$ cat config.mk
export PLATFORM = sky130hd
export DESIGN_NAME = inst_buffer
export DESIGN_NICKNAME = d
export VERILOG_FILES = /design/src/rtl/inst_buffer.sv
export SDC_FILE = /design/constraint.sdc
export NUM_CORES = 2
export LEC_CHECK = 0
export ABC_CLOCK_PERIOD_IN_PS = 5370
export BUFFER_PORTS_ARGS = -buffer_cell sky130_fd_sc_hd__buf_2
export CORE_ASPECT_RATIO = 0.75
export CORE_MARGIN = 2
export CORE_UTILIZATION = 41
export CTS_BUF_LIST = sky130_fd_sc_hd__clkbuf_16
export DETAILED_ROUTE_END_ITERATION = 8
export PLACE_DENSITY = 0.73
export SYNTH_ARGS = -nofsm -noshare
export SYNTH_HDL_FRONTEND = slang
export SYNTH_SLANG_ARGS = --single-unit
$ cat constraint.sdc
create_clock -name clock -period 5.37 [get_ports clock]
set_input_delay 0.8055 -clock clock [delete_from_list [all_inputs] [get_ports clock]]
set_output_delay 0.8055 -clock clock [all_outputs]
set_load 0.03 [all_outputs]
$ cat src/rtl/inst_buffer.sv
// -----------------------------------------------------------------------------
// inst_buffer
//   Circular instruction buffer between fetch and dispatch. Fetch offers up to
//   two instructions per cycle (slot 0 is program-older). Dispatch consumes up
//   to two per cycle from the head. A mispredict flush empties the buffer.
//
//   Optional feature macro: IB_STALL_CNT_EN
//     defined   -> ib_stallCycles counts cycles in which fetch offered more
//                  instructions than were accepted (saturating, 16 bit)
//     undefined -> ib_stallCycles is tied to zero, no counter is built
//
// Ports
//   clock            in   sole clock, rising edge
//   reset            in   asynchronous, active-low reset
//   if_nValid        in   [1:0]  insns offered by fetch (3 behaves as 2)
//   if_inst0/1       in   [31:0] fetched insns, slot 0 older
//   if_pc0/1         in   [63:0] PCs of fetched insns
//   haz_nDispatched  in   [1:0]  insns consumed by dispatch
//   br_pred_wrong    in   mispredict flush
//   ib_nAccepted     out  [1:0]  fetched insns written this cycle
//   ib_nIsnBuffer    out  [1:0]  min(count, 2)
//   ib_inst0/1       out  [31:0] oldest / second-oldest entry (0 if invalid)
//   ib_pc0/1         out  [63:0] PCs of those entries (0 if invalid)
//   ib_count         out  occupied entries
//   ib_full          out  fewer than two free entries
//   ib_stallCycles   out  [15:0] fetch-stall counter
// -----------------------------------------------------------------------------
module inst_buffer #(
    parameter int IB_DEPTH = 8
) (
    input  logic                          clock,
    input  logic                          reset,
    input  logic [1:0]                    if_nValid,
    input  logic [31:0]                   if_inst0,
    input  logic [31:0]                   if_inst1,
    input  logic [63:0]                   if_pc0,
    input  logic [63:0]                   if_pc1,
    input  logic [1:0]                    haz_nDispatched,
    input  logic                          br_pred_wrong,
    output logic [1:0]                    ib_nAccepted,
    output logic [1:0]                    ib_nIsnBuffer,
    output logic [31:0]                   ib_inst0,
    output logic [31:0]                   ib_inst1,
    output logic [63:0]                   ib_pc0,
    output logic [63:0]                   ib_pc1,
    output logic [$clog2(IB_DEPTH):0]     ib_count,
    output logic                          ib_full,
    output logic [15:0]                   ib_stallCycles
);

    localparam int PW = $clog2(IB_DEPTH);
    localparam int CW = PW + 1;

    logic [31:0]   inst_mem [IB_DEPTH];
    logic [63:0]   pc_mem   [IB_DEPTH];

    logic [PW-1:0] head_q, head_d, tail_q, tail_d;
    logic [PW-1:0] head_p1, tail_p1;
    logic [CW-1:0] count_q, count_d;
    logic [CW-1:0] free;
    logic [1:0]    nv_eff;
    logic [1:0]    accepted;
    logic [1:0]    n_isn;
    logic [1:0]    popped;

    // Pointer arithmetic wraps for free because IB_DEPTH is a power of two.
    assign head_p1 = head_q + 1'b1;
    assign tail_p1 = tail_q + 1'b1;

    // Space is judged from registered occupancy only, so a same-cycle pop
    // never frees room for a push; this keeps fetch handshake off the
    // dispatch path.
    assign free   = CW'(IB_DEPTH) - count_q;
    assign nv_eff = (if_nValid == 2'd3) ? 2'd2 : if_nValid;

    // NOTE: every signal assigned in always_comb gets a default first, so no
    // path through the block leaves it unassigned and no latch is inferred.
    always_comb begin
        accepted = nv_eff;
        if (free < CW'(nv_eff)) begin
            // free is 0 or 1 here, so its low two bits are exact
            accepted = free[1:0];
        end
        if (br_pred_wrong || !reset) begin
            accepted = 2'd0;
        end
    end

    assign n_isn  = (count_q >= CW'(2)) ? 2'd2 : count_q[1:0];
    assign popped = (haz_nDispatched > n_isn) ? n_isn : haz_nDispatched;

    always_comb begin
        head_d  = head_q + PW'(popped);
        tail_d  = tail_q + PW'(accepted);
        count_d = count_q + CW'(accepted) - CW'(popped);
        if (br_pred_wrong) begin
            head_d  = '0;
            tail_d  = '0;
            count_d = '0;
        end
    end

    // NOTE: sequential state uses non-blocking assignments so every flop
    // samples the pre-edge values regardless of statement order.
    always_ff @(posedge clock or negedge reset) begin
        if (!reset) begin
            head_q  <= '0;
            tail_q  <= '0;
            count_q <= '0;
        end else begin
            head_q  <= head_d;
            tail_q  <= tail_d;
            count_q <= count_d;
        end
    end

    // NOTE: entry storage has no reset; outputs are masked by count, so stale
    // contents are never visible and the array can map onto plain RAM/flops.
    always_ff @(posedge clock) begin
        if (accepted != 2'd0) begin
            inst_mem[tail_q] <= if_inst0;
            pc_mem[tail_q]   <= if_pc0;
        end
        if (accepted == 2'd2) begin
            inst_mem[tail_p1] <= if_inst1;
            pc_mem[tail_p1]   <= if_pc1;
        end
    end

    assign ib_nAccepted  = accepted;
    assign ib_nIsnBuffer = n_isn;
    assign ib_count      = count_q;
    assign ib_full       = (free < CW'(2));

    assign ib_inst0 = (count_q != '0)        ? inst_mem[head_q]  : 32'd0;
    assign ib_pc0   = (count_q != '0)        ? pc_mem[head_q]    : 64'd0;
    assign ib_inst1 = (count_q >= CW'(2))    ? inst_mem[head_p1] : 32'd0;
    assign ib_pc1   = (count_q >= CW'(2))    ? pc_mem[head_p1]   : 64'd0;

`ifdef IB_STALL_CNT_EN
    logic [15:0] stall_q, stall_d;

    always_comb begin
        stall_d = stall_q;
        if (!br_pred_wrong && (nv_eff > accepted) && (stall_q != 16'hFFFF)) begin
            stall_d = stall_q + 16'd1;
        end
    end

    always_ff @(posedge clock or negedge reset) begin
        if (!reset) begin
            stall_q <= '0;
        end else begin
            stall_q <= stall_d;
        end
    end

    assign ib_stallCycles = stall_q;
`else
    assign ib_stallCycles = 16'd0;
`endif

endmodule

==> impl_metrics.csv <==
group,metric,value,unit
status,status,"finished clean",
logic_synthesis,synthTopCellsByCount,"768 x edfxtp_1, 672 x mux2_2, 384 x mux4_2",
layout,finalInstanceArea,51880,sq um
floorplan,dieHeight,291.7,microns
critical_path,critPathMostFrequentCell,"ha_1",
place,dp_hpwl,76170,microns
global_routing,first_global_vias,28990,
cts,h-tree-depth,3,
critical_path,rr_startpoint,"ib_count[0]$_DFF_PN0_",
logic_synthesis,async_flop_share,1.285,%
layout,area_growth,14.66,%
logic_synthesis,synth_cells,2758,
logic_synthesis,syn_area_per_cell,16.41,sq um
hold_path,min-delay-start,"br_pred_wrong",
floorplan,die-area,113100,sq um
critical_path,crit_fanout,7,
route,drt_iter0_drc,3017,
pwr,p_switching,11080,uW
pwr,power-per-cell-area,508.2,nW/um^2
logic_synthesis,ys_seq_area_share,51.52,%
layout,nFillCells,9390,
hold_path,holdCritPathClass,"primary input to flop",
layout,drive_gt1_share,53.39,%
global_routing,grt.overflow.total,0,
critical_path,cp_top_family,"simple AND/OR/NAND/NOR gates",
pwr,power_frac_comb,49.2,%
global_routing,grt_pass1_wl,194800,microns
logic_synthesis,ys_seq_elements,778,
route,viasPerCell,6.160,
timing,min_period_over_period,82.58,%
critical_path,slowest_delay,580,ps
route,vias,28410,
pwr,swShare,42.02,%
route,drc_errors,0,
cts,clock-sinks,778,
logic_synthesis,synth_cell_types,43,
cts,cts_resized,0,
critical_path,slowest_stage,"nor2b_1",
logic_synthesis,synth-edff-count,768,
logic_synthesis,synth_ff_type,"edfxtp_1",
cts,cts_tree,"done",
global_routing,antenna_found_initial,29,
critical_path,crit_path_start_kind,"flop",
timing,hold_violations,0,
critical_path,cp-startpoint,"ib_count[0]$_DFF_PN0_",
global_routing,grt_usage,23.31,%
pwr,seq_power_share,28.4,%
timing,finalMaxSlewViolations,0,
logic_synthesis,yosys_warnings,0,
floorplan,num_rows,105,
pwr,leakage,0.01716,uW
layout,multiInputGateArea,20920,sq um
pwr,intPower,15290,uW
timing,fin_skew,26.60,ps
timing,setup-tns-final,0,ps
logic_synthesis,syn_area,45250,sq um
cts,cts_made_buffers,85,
timing,period_needed,4435,ps
critical_path,critPathArrivalTime,3630,ps
route,routed_wl,134100,microns
timing,rsz0062_at_grt,"no",
logic_synthesis,yosysTopAreaCellShare,50.97,%
route,ant_nets,0,
critical_path,path_class,"flop to output port",
layout,final-seq-area,23320,sq um
pwr,ir_drop,610.8,uV
logic_synthesis,yosys.area.top_type,"edfxtp_1",
cts,clkTransAtPathRegs,70,ps
global_routing,grt_max_degree,119,
floorplan,pin_count,416,
pwr,power_frac_clock,22.4,%
critical_path,critPathBufInv,2,
cts,root_buffer,"clkbuf_16",
critical_path,end_kind,"output port",
route,wl_per_cell,29.09,microns
place,dpl_cell_area,49070,sq um
timing,max_slew_margin,34.86,%
timing,finalSetupViolations,0,
place,globalplace.congestion,0.7891,
place,io_buffers,399,
route,firstDrtPassIters,7,
floorplan,core_area,109400,sq um
layout,nets,3306,
logic_synthesis,ys_top_cells_by_area,"edfxtp_1 51%, mux4_2 19%, mux2_2 17%",
timing,worst_slew_pin_slew,977.2,ps
cts,insertion_delay,660,ps
critical_path,required,4560,ps
logic_synthesis,yosysMostFrequentCell,"edfxtp_1",
timing,max_clock_freq,225.5,MHz
floorplan,die_w,387.6,microns
floorplan,start_util,41.34,%
critical_path,worstPathCellList,"inv_1 -> ha_1 -> ha_1 -> o2bb2ai_1 -> nand3_1 -> mux2i_1 -> nor2b_1 -> buf_2",
cts,ctsLongestPathBuffers,3,
flow_run,max_cap_violations,0,
## registers in the layout, summed over array words and instances (netlist names)
register / count
head_q: 3
ib_count: 4
inst_mem: 256
pc_mem: 512
tail_q: 3
## cell families after synthesis
kind of cell	Yosys count	share of synthesized area, %
compound gates	124	1.773
xor+xnor	9	0.1742
fa+ha+maj	19	0.5752
buf+inv	255	2.693
flops	778	51.52
mux	1250	40.47
other cells	1	0.008288
simple gates	322	2.782
## metrics by stage
stage               util (%)  power (uW)  instances  setup WS, ps  hold slack [ps]
floorplan                  -       16500       2773         2.775            509.9
global placement       44.84       20470       4444          1031            689.1
detailed placement     44.84       20580       4444         992.3            692.4
CTS                    47.38       26510       4600         925.2            426.7
global route           47.39       27400       4607         775.1            445.4
finish                 47.41       26360       4612         935.4            466.1
## cell type report
class	count	share of cell area [%]
Sequential cell	778	44.96
Multi-Input combinational cell	1740	40.33
Timing Repair Buffer	468	5.721
Clock buffer	89	4.293
Tap cell	1444	3.483
Clock inverter	66	1.044
Inverter	15	0.1134
Antenna cell	12	0.05788
## power groups by stage
stage,clock [uW],sequential (uW),combinational [uW]
3_5_place_dp,0,7600,13000
2_1_floorplan,0,7450,9050
6_report,5910,7480,13000
3_3_place_gp,0,7580,12900
5_1_grt,6210,7520,13700
4_1_cts,6010,7480,13000
## timing repair
item                                    in CTS  in global routing
endpoints found under the setup margin       0                  0
endpoints found under the hold margin       10                  0
setup buffers                                0                  0
hold buffers                                 1                  0
## worst paths after layout
path | end | slack (ps) | cells after the start
worst max-delay path | ib_nAccepted[0] | 940 | 8
worst min register to register | tail_q[2]$_DFF_PN0_ | 760 | 2
min in group asynchronous | ib_count[1]$_DFF_PN0_ | 660 | 2
max in group asynchronous | head_q[1]$_DFF_PN0_ | 4470 | 2
worst max register to register | inst_mem[1][4]$_DFFE_PP_ | 1090 | 8
worst min-delay path | ib_count[1]$_DFF_PN0_ | 470 | 2
## cells in the final DEF, fill, tap and decap left out, drive strengths merged, types with 4 or more instances in the layout
| master | synthesis | routed |
|---|---|---|
| mux4 | 384 | 384 |
| buf | 154 | 467 |
| mux2i | 98 | 98 |
| mux2 | 768 | 768 |
| xnor2 | 5 | 5 |
| clkinv | 0 | 37 |
| xor2 | 4 | 4 |
| conb | 1 | 16 |
| inv | 15 | 31 |
| nor2 | 109 | 109 |
| clkbuf | 86 | 89 |
| edfxtp | 768 | 768 |
| a21oi | 98 | 98 |
| nor2b | 8 | 8 |
| dfrtp | 10 | 10 |
| bufinv | 0 | 8 |
| nand2 | 198 | 198 |
| a211oi | 4 | 4 |
| a41o | 5 | 5 |
| diode | 0 | 12 |
| ha | 16 | 16 |
| clkinvlp | 0 | 5 |
## metal layers
metal / GRT usage (%) / vias up / part of all wire, %
met4: 5.774 / 44 / 2.2
met1: 32.36 / 14830 / 41
met2: 36.30 / 1433 / 47
met3: 6.442 / 248 / 10
li1: - / 11850 / -
met5: 0.4651 / - / 0.24
## worst register-to-register path: cells and delay by family (launching register included)
kind | cells | cell delay [ps]
compound gates | 3 | 1360
fa+ha+maj | 2 | 690
buf+inv | 2 | 980
flops | 1 | 490
mux | 1 | 500
(Power assumes the default switching activity.)
